--- src/rtl/fifo_pkg.sv ---
// Shared Gray/binary helpers and defaults for the async FIFO read and write controllers.
package fifo_pkg;

  localparam int unsigned FIFO_ADDR_WIDTH = 8;
  localparam int unsigned GRAY_MAX_W      = 32;

  // Width-generic: callers zero-extend to GRAY_MAX_W and truncate the result back.
  function automatic logic [GRAY_MAX_W-1:0] bin2gray(input logic [GRAY_MAX_W-1:0] b);
    return b ^ (b >> 1);
  endfunction

  // Suffix-XOR by doubling shifts; upper zero bits do not disturb narrower codes.
  function automatic logic [GRAY_MAX_W-1:0] gray2bin(input logic [GRAY_MAX_W-1:0] g);
    logic [GRAY_MAX_W-1:0] b;
    b = g;
    for (int s = 1; s < int'(GRAY_MAX_W); s = s * 2) begin
      b = b ^ (b >> s);
    end
    return b;
  endfunction

endpackage

--- src/rtl/fifo_rd_ctrl_if.sv ---
// Read-side bus of the async FIFO: consumer handshake, cross-domain pointers and status flags.
interface fifo_rd_ctrl_if #(
  parameter int unsigned ADDR_WIDTH = fifo_pkg::FIFO_ADDR_WIDTH
);
  logic                  r_en;
  logic [ADDR_WIDTH:0]   g_wptr_async;
  logic                  underflow_clr;
  logic [ADDR_WIDTH-1:0] raddr;
  logic [ADDR_WIDTH:0]   g_rptr;
  logic                  rd_fire;
  logic                  empty;
  logic                  almost_empty;
  logic [ADDR_WIDTH:0]   rd_count;
  logic                  underflow;

  modport master (
    output r_en, g_wptr_async, underflow_clr,
    input  raddr, g_rptr, rd_fire, empty, almost_empty, rd_count, underflow
  );

  modport slave (
    input  r_en, g_wptr_async, underflow_clr,
    output raddr, g_rptr, rd_fire, empty, almost_empty, rd_count, underflow
  );
endinterface

--- src/rtl/gray_sync.sv ---
// Multi-stage flop chain carrying a Gray pointer into another clock domain.
module gray_sync #(
  parameter int unsigned WIDTH  = 9,
  parameter int unsigned STAGES = 2
) (
  input  logic             clk,
  input  logic             rst_n,
  input  logic [WIDTH-1:0] d_i,
  output logic [WIDTH-1:0] q_o
);

  logic [WIDTH-1:0] sync_q [STAGES];

  always_ff @(posedge clk or negedge rst_n) begin
    if (!rst_n) begin
      for (int i = 0; i < int'(STAGES); i++) sync_q[i] <= '0;
    end else begin
      sync_q[0] <= d_i;
      for (int i = 1; i < int'(STAGES); i++) sync_q[i] <= sync_q[i-1];
    end
  end

  assign q_o = sync_q[STAGES-1];

endmodule

--- src/rtl/fifo_rd_ctrl.sv ---
// Async FIFO read-side controller: syncs the write pointer, owns the read pointers and
// produces registered empty / almost-empty / count plus a sticky underflow flag.
module fifo_rd_ctrl
  import fifo_pkg::*;
#(
  parameter int unsigned ADDR_WIDTH  = FIFO_ADDR_WIDTH,
  parameter int unsigned SYNC_STAGES = 2,
  parameter int unsigned AE_THRESH   = 128
) (
  input  logic           rclk,
  input  logic           rrst_n,
  fifo_rd_ctrl_if.slave  bus
);

  localparam int unsigned PW = ADDR_WIDTH + 1;

  logic [PW-1:0] g_wptr_sync;
  logic [PW-1:0] b_wptr_sync;
  logic [PW-1:0] b_rptr_q, b_rptr_d;
  logic [PW-1:0] g_rptr_q, g_rptr_d;
  logic [PW-1:0] count_q,  count_d;
  logic          empty_q,  empty_d;
  logic          ae_q,     ae_d;
  logic          uf_q,     uf_d;
  logic          rd_fire_c;

  gray_sync #(
    .WIDTH  (PW),
    .STAGES (SYNC_STAGES)
  ) u_wptr_sync (
    .clk   (rclk),
    .rst_n (rrst_n),
    .d_i   (bus.g_wptr_async),
    .q_o   (g_wptr_sync)
  );

  assign b_wptr_sync = PW'(gray2bin(GRAY_MAX_W'(g_wptr_sync)));
  assign rd_fire_c   = bus.r_en & ~empty_q;

  // Flags are computed from the post-read pointer so empty asserts on the last read's edge.
  always_comb begin
    b_rptr_d = b_rptr_q;
    g_rptr_d = g_rptr_q;
    count_d  = count_q;
    empty_d  = empty_q;
    ae_d     = ae_q;
    uf_d     = uf_q;

    b_rptr_d = b_rptr_q + PW'(rd_fire_c);
    g_rptr_d = PW'(bin2gray(GRAY_MAX_W'(b_rptr_d)));
    count_d  = b_wptr_sync - b_rptr_d;
    empty_d  = (g_rptr_d == g_wptr_sync);
    ae_d     = (count_d <= PW'(AE_THRESH));

    if (bus.r_en && empty_q) begin
      uf_d = 1'b1;
    end else if (bus.underflow_clr) begin
      uf_d = 1'b0;
    end
  end

  always_ff @(posedge rclk or negedge rrst_n) begin
    if (!rrst_n) begin
      b_rptr_q <= '0;
      g_rptr_q <= '0;
      count_q  <= '0;
      empty_q  <= 1'b1;
      ae_q     <= 1'b1;
      uf_q     <= 1'b0;
    end else begin
      b_rptr_q <= b_rptr_d;
      g_rptr_q <= g_rptr_d;
      count_q  <= count_d;
      empty_q  <= empty_d;
      ae_q     <= ae_d;
      uf_q     <= uf_d;
    end
  end

  assign bus.raddr        = b_rptr_q[ADDR_WIDTH-1:0];
  assign bus.g_rptr       = g_rptr_q;
  assign bus.rd_fire      = rd_fire_c;
  assign bus.empty        = empty_q;
  assign bus.almost_empty = ae_q;
  assign bus.rd_count     = count_q;
  assign bus.underflow    = uf_q;

endmodule

--- src/flat_wrapper.sv ---
// flat-port wrapper written by rule: the top's interface ports become plain ports
module fifo_rd_ctrl_flat import fifo_pkg::*;
#(
  parameter int unsigned ADDR_WIDTH  = FIFO_ADDR_WIDTH,
  parameter int unsigned SYNC_STAGES = 2,
  parameter int unsigned AE_THRESH   = 128
)
  (rclk, rrst_n, bus_r_en, bus_g_wptr_async, bus_underflow_clr, bus_raddr, bus_g_rptr, bus_rd_fire, bus_empty, bus_almost_empty, bus_rd_count, bus_underflow);
  fifo_rd_ctrl_if #(.ADDR_WIDTH(ADDR_WIDTH)) bus_i ();
  input  logic rclk;
  input  logic rrst_n;
  input wire logic [$bits(bus_i.r_en)-1:0] bus_r_en;
  input wire logic [$bits(bus_i.g_wptr_async)-1:0] bus_g_wptr_async;
  input wire logic [$bits(bus_i.underflow_clr)-1:0] bus_underflow_clr;
  output wire logic [$bits(bus_i.raddr)-1:0] bus_raddr;
  output wire logic [$bits(bus_i.g_rptr)-1:0] bus_g_rptr;
  output wire logic [$bits(bus_i.rd_fire)-1:0] bus_rd_fire;
  output wire logic [$bits(bus_i.empty)-1:0] bus_empty;
  output wire logic [$bits(bus_i.almost_empty)-1:0] bus_almost_empty;
  output wire logic [$bits(bus_i.rd_count)-1:0] bus_rd_count;
  output wire logic [$bits(bus_i.underflow)-1:0] bus_underflow;
  assign bus_i.r_en = bus_r_en;
  assign bus_i.g_wptr_async = bus_g_wptr_async;
  assign bus_i.underflow_clr = bus_underflow_clr;
  assign bus_raddr = bus_i.raddr;
  assign bus_g_rptr = bus_i.g_rptr;
  assign bus_rd_fire = bus_i.rd_fire;
  assign bus_empty = bus_i.empty;
  assign bus_almost_empty = bus_i.almost_empty;
  assign bus_rd_count = bus_i.rd_count;
  assign bus_underflow = bus_i.underflow;
  fifo_rd_ctrl #(.ADDR_WIDTH(ADDR_WIDTH), .SYNC_STAGES(SYNC_STAGES), .AE_THRESH(AE_THRESH)) u_core (.rclk(rclk), .rrst_n(rrst_n), .bus(bus_i));
endmodule
--- config.mk ---
export PLATFORM = sky130hd
export DESIGN_NAME = fifo_rd_ctrl_flat
export DESIGN_NICKNAME = d
export VERILOG_FILES = /design/src/rtl/fifo_pkg.sv /design/src/rtl/fifo_rd_ctrl_if.sv /design/src/rtl/gray_sync.sv /design/src/rtl/fifo_rd_ctrl.sv /design/src/flat_wrapper.sv
export SDC_FILE = /design/constraint.sdc
export NUM_CORES = 1
export LEC_CHECK = 0
export CELL_PAD_IN_SITES_DETAIL_PLACEMENT = 0
export CELL_PAD_IN_SITES_GLOBAL_PLACEMENT = 1
export CORE_MARGIN = 4
export CORE_UTILIZATION = 27
export CTS_BUF_LIST = sky130_fd_sc_hd__clkbuf_8
export CTS_CLUSTER_SIZE = 28
export DETAILED_ROUTE_END_ITERATION = 10
export GPL_TIMING_DRIVEN = 0
export MAX_ROUTING_LAYER = met4
export PLACE_DENSITY = 0.62
export SYNTH_ARGS = -nofsm -noshare
export SYNTH_HDL_FRONTEND = slang
export SYNTH_HIERARCHICAL = 1
export SYNTH_SLANG_ARGS = --single-unit
--- constraint.sdc ---
create_clock -name rclk -period 3.8 [get_ports rclk]
set_input_delay 0.76 -clock rclk [delete_from_list [all_inputs] [get_ports rclk]]
set_output_delay 0.76 -clock rclk [all_outputs]
set_load 0.02 [all_outputs]
; Word-level counts from Yosys, hierarchy flattened
; Index checks and enable logic that the tools add are counted.
[word_totals]
out_inout_bits = 30
regBits = 48
inputBits = 13
[op_classes]
n_bitwise = 8
n_eq_ne = 1
magnitude_cmp = 1
n_addsub = 2
n_mux = 2
n_reduce_logical = 2
[op_table]
columns = operator, n
row1 = XOR 32 x 28 -> 32 bit, 1
row2 = XOR 32 x 30 -> 32 bit, 1
row3 = XOR 25 x 24 -> 25 bit, 1
row4 = XOR 9 x 8 -> 9 bit, 2
row5 = adder 9 x 1 -> 9 bit, 1
row6 = == test 9 bit, 1
row7 = "less-or-equal comparator 9 x 8 -> 1 bit, second input constant", 1
row8 = subtractor 9 bit, 1
row9 = XOR 9 bit, 1
row10 = 2-to-1 mux 1 bit, 2
row11 = nonzero test 2 bit, 1
row12 = AND 1 bit, 1
row13 = logical AND 1 bit, 1
row14 = NOT 1 bit, 1

; Longest topological paths before layout
; Gate-level depths: netlist (run 1).
[logic_depth]
ltp_word = 7
ltp_mapped = 15
depth_no_buf = 14

; By module
; The synthesis (run 1) kept the hierarchy.
[by_module_without_submodules]
columns = module, n_inst, seq_area_each_um2, area_each_um2, cells_per_inst
row1 = fifo_rd_ctrl, 1, 728.2, 1783.0, 167
row2 = gray_sync, 1, 450.4, 518.0, 27

; Least setup slack after synthesis (run 1)
; No wires, ideal clock.
[synth_timing]
kind = in2reg
startpoint = input bus_r_en
endpoint = register u_core.ae_q (netlist: u_core/bus.almost_empty)
setup_time_ps = 68
path_slack_ps = -47
path_buffers = 0
t_required_ps = 3732
stages = 13
arrival_time_ps = 3779
cell_sequence = nor2b_1 -> ha_1 -> ha_1 -> nand3_1 -> nor2_1 -> xnor2_1 -> ha_1 -> or2_2 -> o41ai_1 -> nor3_1 -> a2111oi_0 -> o211ai_1 -> a21oi_2
[synth_via]
elab_chain_cells = 4
[synth_rtl]
columns = element, line
row1 = from (decl), flat_wrapper.sv:12  ; input wire logic [$bits(bus_i.r_en)-1:0] bus_r_en;
row2 = AND 1 bit, fifo_rd_ctrl.sv:38  ; assign rd_fire_c = bus.r_en & ~empty_q;
row3 = adder 9 x 1 -> 9 bit, fifo_rd_ctrl.sv:49  ; b_rptr_d = b_rptr_q + PW'(rd_fire_c);
row4 = subtractor 9 bit, fifo_rd_ctrl.sv:51  ; count_d = b_wptr_sync - b_rptr_d;
row5 = less-or-equal comparator 9 x 8 -> 1 bit, fifo_rd_ctrl.sv:53  ; ae_d = (count_d <= PW'(AE_THRESH));
row6 = net u_core.ae_d, fifo_rd_ctrl.sv:23  ; logic ae_q, ae_d;
row7 = to (signal assigned), fifo_rd_ctrl.sv:68  ; ae_q <= 1'b1;
row8 = to (signal assigned), fifo_rd_ctrl.sv:75  ; ae_q <= ae_d;
row9 = to (decl), fifo_rd_ctrl.sv:23
; The timed path passes the listed nets, and every way through them passes these cells.
; A chain may end at the register's enable or synchronous reset.

; Worst setup path in the final report (run 1)
[layout_timing]
startpoint = register u_core.u_wptr_sync.sync_q, in the netlist u_core/u_wptr_sync/q_o[4]
endpoint = register u_core.ae_q (netlist: u_core/bus.almost_empty)
[layout_via]
elab_chain_cells = 7
[layout_rtl]
columns = element, line
row1 = from (decl), gray_sync.sv:12  ; logic [WIDTH-1:0] sync_q [STAGES];
row2 = XOR 9 x 8 -> 9 bit, fifo_pkg.sv:17  ; b = b ^ (b >> s);
row3 = XOR 32 x 30 -> 32 bit, fifo_pkg.sv:17
row4 = XOR 32 x 28 -> 32 bit, fifo_pkg.sv:17
row5 = XOR 25 x 24 -> 25 bit, fifo_pkg.sv:17
row6 = XOR 9 bit, fifo_pkg.sv:17
row7 = subtractor 9 bit, fifo_rd_ctrl.sv:51
row8 = net u_core.count_d[8], fifo_rd_ctrl.sv:21  ; logic [PW-1:0] count_q, count_d;
row9 = less-or-equal comparator 9 x 8 -> 1 bit, fifo_rd_ctrl.sv:53
row10 = net u_core.ae_d, fifo_rd_ctrl.sv:23
; The timed path passes the listed nets, and every way through them passes these cells.

==> results.sh, run 1 <==
export IMPL_final_seq_area_um2=1179
export IMPL_antenna_found_initial=0
export IMPL_grt_use_total=0.1013
export IMPL_initial_utilization=0.2786
export IMPL_fmax_mhz=267.6
export IMPL_period_share=0.9834
export IMPL_die_area_um2=10060
export IMPL_final_nets=278
export IMPL_place_hpwl_mm=3.309
export IMPL_cap_violations=0
export IMPL_overflow=0
export IMPL_path_clk_slew_ns=0.09
export IMPL_first_pass_iters=5
export IMPL_worstReg2RegStart="u_core/u_wptr_sync/q_o[4]"
export IMPL_p_total_mw=2.633
export IMPL_final_fill_count=831
export IMPL_critPathKind="reg -> reg"
export IMPL_finalSetupViolations=0
export IMPL_clock_sinks=47
export IMPL_dr_total_vias=1531
export IMPL_core_um2=8258
export IMPL_rsz0062_at_grt="yes"
export IMPL_synth_nets=217
export IMPL_path_max_fanout=5
export IMPL_hold_viol_final=0
export IMPL_cts_buffer_depth=2
export IMPL_hold_path_class="reg -> reg"
export IMPL_worst_pin_slew_ns=0.5152
export IMPL_viasPerCell=4.241
export IMPL_r2r_cells=14
export IMPL_drtIter0Drc=50
export IMPL_fin_crit_ns=3.737
export IMPL_rows=33
export IMPL_syn_avg_cell_area_um2=11.86
export IMPL_ys_ff_latch=47
export IMPL_min_to="u_core/u_wptr_sync/q_o[8]"
export IMPL_cts_buffers_inserted=5
export IMPL_cts_tree="built"
export IMPL_hold_buffers=0
export IMPL_die_y_um=100.3
export IMPL_dp_slack_ns=-0.7083
export IMPL_crit_required_ns=4.03
export IMPL_syn2layout_area_growth_pct=38.99
export IMPL_worstSkewPairLatency_ns=0.30
export IMPL_dieWidth_um=100.3
export IMPL_p_per_area_nw_per_um2=823.2
export IMPL_port_buffers=42
export IMPL_drt_wl_total_mm=4.619
export IMPL_fin_cells=361
export IMPL_yosysWarnings=6
export IMPL_finalClockSkew_ns=0.007623
export IMPL_crit_path_end_kind="flop"
export IMPL_drcViolationCount=0
export IMPL_synth_distinct_cells=42
export IMPL_placed_cells=342
export IMPL_synthCells=194
export IMPL_grt_pass1_wl_mm=7.693
export IMPL_drv_slew=0
export IMPL_grt_pass1_vias=1553
export IMPL_cellLeakagePower_nw=1.381
export IMPL_ir_worst_vdd_uv=372.8
export IMPL_tns_ns=0
export IMPL_num_antenna_cells=0
export IMPL_antenna_left=0
export IMPL_routedWlPerCell_um=12.80
export IMPL_whs_ns=0.3430
export IMPL_synth_flop_cell="dfrtp_1"
export IMPL_hp_start="u_core/u_wptr_sync/sync_q[17]"
export IMPL_cts_max_level=2
export IMPL_syn_area_um2=2301
export IMPL_crit_arrival_ns=3.97
export IMPL_grt_max_degree=26
export IMPL_crit_path_start_kind="flop"
export IMPL_status="finished, final reports clean"
export IMPL_synth_seq_area_share=0.5122
export IMPL_drive_gt1_frac=0.2344
export IMPL_worstHoldPathCells=0
export IMPL_async_flop_share=1.000
export IMPL_rrSetupSlack_ns=0.06
export IMPL_root_buffer="clkbuf_8"
export IMPL_io_pins=43
export IMPL_r2r_end="u_core/bus.almost_empty"
export IMPL_slew_headroom=0.6565
export IMPL_synth_edf_count=0
export IMPL_multi_input_area_um2=1151
export IMPL_gp_congestion=0.7745
export IMPL_setup_ws_ns=0.06320
## cell usage after synthesis, types with 2 or more instances
library cell  instances  area (um^2)
a21oi_1               4        20.02
or3_1                 2        12.51
nor2_1                5        18.77
inv_1                17        63.81
o211ai_1              2        15.01
xnor2_4               2        55.05
o21ai_0               4        20.02
or2_2                 2        12.51
xnor2_1              22        192.7
nor3b_1               2        15.01
nand2_1              10        37.54
ha_1                  9        112.6
and2_1                4        25.02
nor3_1                3        15.01
dfstp_2               2        52.55
buf_4                 9        67.56
a21oi_2               2        17.52
xor2_1               12        105.1
nand3_1               7        35.03
a211oi_1              2        15.01
dfrtp_1              45         1126
a2111oi_0             2        17.52
nor2b_1               3        18.77
clkbuf_1              2        7.510
and3_1                2        12.51
nand3b_1              2        15.01
## where the power goes
part           total [mW]  switching, mW  leakage (nW)  internal (mW)
Sequential          0.741         0.0924         0.563          0.648
Combinational        1.61          0.842         0.766          0.769
Clock               0.281          0.158        0.0519          0.123
Total                2.63           1.09          1.38           1.54
## state kept, by name, summed over array words and instances, names as in the netlist
register,cells
u_core/u_wptr_sync/sync_q,9
u_core/bus.almost_empty,1
u_core/bus.g_rptr,8
u_core/bus.underflow,1
u_core/b_rptr_q,9
u_core/bus.empty,1
u_core/u_wptr_sync/q_o,9
u_core/bus.rd_count,9
## cell usage in the layout, fill, tap and decap left out, drive strengths merged, types with 3 or more instances in the layout
| cell | n |
|---|---|
| clkbuf | 7 |
| buf | 22 |
| nor2b | 3 |
| and2 | 4 |
| xnor2 | 24 |
| a21oi | 6 |
| nor2 | 5 |
| dfrtp | 45 |
| nand2 | 10 |
| o21ai | 4 |
| nor3 | 3 |
| inv | 20 |
| nand3 | 7 |
| xor2 | 13 |
| ha | 9 |
| nor3b | 3 |
| clkdlybuf4s50 | 41 |
## cells by family (layout without fill, tap and decap cells)
kind of cell	after synthesis	count (layout)	synth area share
DFF	47	47	0.5122
buffers and inverters	28	90	0.06036
and+or+nand+nor	46	46	0.1109
xor gates and xnor gates	39	39	0.1811
adders and majority gates	11	11	0.06199
AOI/OAI and AO/OA	23	23	0.07342
## area by class of cell
| class | instances | share of cell area |
|---|---|---|
| flip-flops and latches | 47 | 0.3685 |
| well taps | 105 | 0.04108 |
| repair buffers | 56 | 0.1667 |
| plain buffers | 9 | 0.01878 |
| multi-input cells | 119 | 0.3599 |
| clock buffers | 5 | 0.02152 |
| inverters | 17 | 0.01995 |
| clock inverters | 3 | 0.003521 |
## layer usage
layer	wire length, um	part of all wire	track usage	vias to the layer above
met4	73	0.016	0.03731	0
met5	0	0	-	-
met1	2228	0.48	0.1369	735
met3	234	0.051	0.02571	5
li1	-	-	-	753
met2	2083	0.45	0.1468	38
## worst max-delay path, stage by stage, from the launching register on
cell,delay [ns]
dfrtp_1,0.41
xor3_2,0.48
xnor3_2,0.31
xnor2_2,0.22
xor2_2,0.20
xnor2_1,0.14
ha_2,0.21
fa_2,0.20
nor2b_1,0.05
o21a_2,0.24
o311a_1,0.32
or4b_4,0.51
a21oi_4,0.18
xnor2_2,0.09
a21oi_2,0.12
## worst max-delay path by stage
stage / start / to / slack, ns / cells after the start
finish: u_core/u_wptr_sync/q_o[4] / u_core/bus.almost_empty / 0.06 / 14
global route: bus_r_en / u_core/bus.almost_empty / -0.07 / 14
CTS: bus_r_en / u_core/bus.almost_empty / -0.04 / 14
detailed placement: bus_r_en / u_core/bus.almost_empty / -0.71 / 14
global placement: bus_r_en / u_core/bus.almost_empty / -0.69 / 14
floorplan: bus_r_en / u_core/bus.almost_empty / 0.1 / 13
## per-stage QoR
stage          utilization  area (um^2)
6_report            0.3873         3198
5_1_grt             0.3873         3198
4_1_cts             0.3711         3064
3_5_place_dp        0.3476         2870
3_3_place_gp        0.3458         2855
2_1_floorplan            -         2303
## repair_timing
| item | CTS | global route |
|---|---|---|
| pin swaps | 8 | 8 |
| gates cloned | 0 | 0 |
| buffers inserted | 8 | 5 |
| endpoints found under the setup margin | 2 | 3 |
| resized for setup | 14 | 15 |
(Power assumes the default switching activity.)
==> inputs of run 2 (changes only) <==
CAP_MARGIN = 20   (was default)
PLACE_DENSITY = default   (was 0.62)
PLACE_DENSITY_LB_ADDON = 0.05   (was default)
==> run 2 against run 1 <==
The flow now finishes with violations (setup timing). Register-to-register slack got worse by 0.02 ns. Cell count grew 0.28%. Worst hold slack improved by 0.012 ns. Sequential share of layout area rose by 0.33 points. Worst setup slack lost 0.083 ns. Routed wire length rose by 0.69%. Maximum frequency decreased by 2.2%. Clock skew down 0.00078 ns. Clock power up 15%. Non-clock buffer count grew 1. Largest power group unchanged.
==> results.sh, run 2 (same netlist as run 1, synthesis figures left out) <==
export IMPL_routedWlPerCell_um=12.85
export IMPL_worstReg2RegStart="u_core/u_wptr_sync/q_o[8]"
export IMPL_final_nets=279
export IMPL_setup_ws_ns=-0.01954
export IMPL_crit_start="bus_r_en"
export IMPL_place_hpwl_mm=3.486
export IMPL_crit_end="u_core/bus.almost_empty"
export IMPL_period_share=1.005
export IMPL_layout_common_cells="dfrtp_1, clkdlybuf4s50_1, buf_4"
export IMPL_final_seq_area_um2=1179
export IMPL_max_stage_delay_ns=0.56
export IMPL_multi_input_area_um2=1095
export IMPL_worstSkewPairLatency_ns=0.30
export IMPL_switching_share=0.4130
export IMPL_cts_buffer_depth=2
export IMPL_rsz0062_at_grt="yes"
export IMPL_dp_slack_ns=-0.8985
export IMPL_drv_slew=0
export IMPL_hold_buffers=0
export IMPL_hold_path_class="reg -> reg"
export IMPL_r2r_cells=15
export IMPL_drcViolationCount=0
export IMPL_dr_total_vias=1497
export IMPL_p_comb_frac=0.595
export IMPL_first_pass_iters=4
export IMPL_drive_gt1_frac=0.2374
export IMPL_drtIter0Drc=40
export IMPL_cts_tree="built"
export IMPL_cellLeakagePower_nw=1.372
export IMPL_gp_congestion=0.7427
export IMPL_viasPerCell=4.135
export IMPL_p_per_area_nw_per_um2=815.1
export IMPL_crit_path_start_kind="input pin"
export IMPL_root_buffer="clkbuf_8"
export IMPL_num_antenna_cells=0
export IMPL_grt_pass1_wl_mm=7.672
export IMPL_syn2layout_area_growth_pct=37.74
export IMPL_crit_required_ns=4.03
export IMPL_rrSetupSlack_ns=0.04
export IMPL_finalSetupViolations=1
export IMPL_final_area_um2=3169
export IMPL_io_pins=43
export IMPL_cts_buffers_inserted=5
export IMPL_cap_violations=0
export IMPL_die_area_um2=10060
export IMPL_p_int_mw=1.516
export IMPL_status="finished, violations left"
export IMPL_worst_pin_slew_ns=0.4764
export IMPL_cp_depth=13
export IMPL_crit_family="simple AND/OR/NAND/NOR gates"
export IMPL_slew_headroom=0.6824
export IMPL_critPathKind="in -> reg"
export IMPL_hp_start="u_core/u_wptr_sync/sync_q[15]"
export IMPL_place_area_um2=2870
export IMPL_grt_max_degree=30
export IMPL_ir_worst_vdd_uv=211.5
export IMPL_crit_arrival_ns=4.05
export IMPL_overflow=0
export IMPL_crit_buf_inv=1
export IMPL_path_clk_slew_ns=0.09
export IMPL_drt_wl_total_mm=4.651
export IMPL_core_um2=8258
export IMPL_antenna_left=0
export IMPL_final_fill_count=831
export IMPL_seqPwrFrac=0.281
export IMPL_rows=33
export IMPL_initial_utilization=0.2786
export IMPL_antenna_found_initial=0
export IMPL_fin_crit_ns=3.820
export IMPL_clock_sinks=47
export IMPL_crit_path_end_kind="flop"
export IMPL_p_clk_frac=0.125
export IMPL_grt_use_total=0.1011
export IMPL_r2r_end="u_core/bus.almost_empty"
export IMPL_grt_pass1_vias=1530
export IMPL_path_max_fanout=6
export IMPL_final_common_cell="dfrtp_1"
export IMPL_cp_slowest_cell="or4b_4"
export IMPL_port_buffers=42
export IMPL_path_cells="clkdlybuf4s50_1 > nor2b_2 > ha_1 > ha_2 > xnor2_2 > ha_1 > nor2b_1 > o21a_2 > o311a_1 > or4b_4 > a21oi_4 > xnor2_2 > a21oi_2"
export IMPL_p_switching_mw=1.067
export IMPL_cts_max_level=2
export IMPL_die_y_um=100.3
export IMPL_dieWidth_um=100.3
export IMPL_finalClockSkew_ns=0.006844
export IMPL_hold_viol_final=0
export IMPL_failed_checks="setup timing"
export IMPL_fmax_mhz=261.8
run 2: per-layer routing:
metal  wire [um]  part of all wire  global-route usage  vias up
met4          23            0.0049             0.02798        0
met2        2198              0.47              0.1585       34
met1        2237              0.48              0.1316      707
met3         191             0.041             0.02293        2
li1            -                 -                   -      754
met5           0                 0                   -        -
run 2: how the worst min path moves through the flow:
stage	slack, ns	to	depth (start not counted)
global route	0.37	u_core/u_wptr_sync/q_o[2]	0
detailed placement	0.33	u_core/u_wptr_sync/q_o[3]	0
global placement	0.33	u_core/u_wptr_sync/q_o[2]	0
CTS	0.36	u_core/u_wptr_sync/q_o[3]	0
finish	0.35	u_core/u_wptr_sync/q_o[6]	0
floorplan	0.33	u_core/u_wptr_sync/q_o[0]	0
run 2: power by group through the flow:
stage               clock, mW  combinational (mW)  sequential, mW
finish                  0.322                1.54           0.725
CTS                     0.349                1.52           0.726
global placement            0                1.40           0.723
global route            0.369                1.69           0.746
floorplan                   0               0.778           0.873
detailed placement          0                1.40           0.725
run 2: cell type report:
class                      instances  share of cell area
buffer                             9             0.01934
clock buffer                       6             0.02606
inverter                          17             0.02013
tap                              105             0.04145
clock inverter                     2            0.005132
multi-input combinational        119              0.3454
sequential                        47              0.3719
timing repair buffer              57              0.1705
run 2: repair_timing:
item,in CTS,in global routing
cloned,0,0
buffers inserted,8,6
pin swaps,11,12
gates resized for setup,16,7
endpoints found under the setup margin,2,3
run 2: stage by stage:
step / TNS, ns / cells / util / hold WS [ns] / total power, mW
6_report: -0.01954 / 362 / 0.3838 / 0.3547 / 2.583
5_1_grt: -0.2587 / 362 / 0.3838 / 0.3670 / 2.804
4_1_cts: 0 / 358 / 0.3765 / 0.3578 / 2.591
3_5_place_dp: -2.072 / 342 / 0.3476 / 0.3347 / 2.129
3_3_place_gp: -2.001 / 341 / 0.3458 / 0.3324 / 2.124
2_1_floorplan: 0 / 194 / - / 0.3312 / 1.651
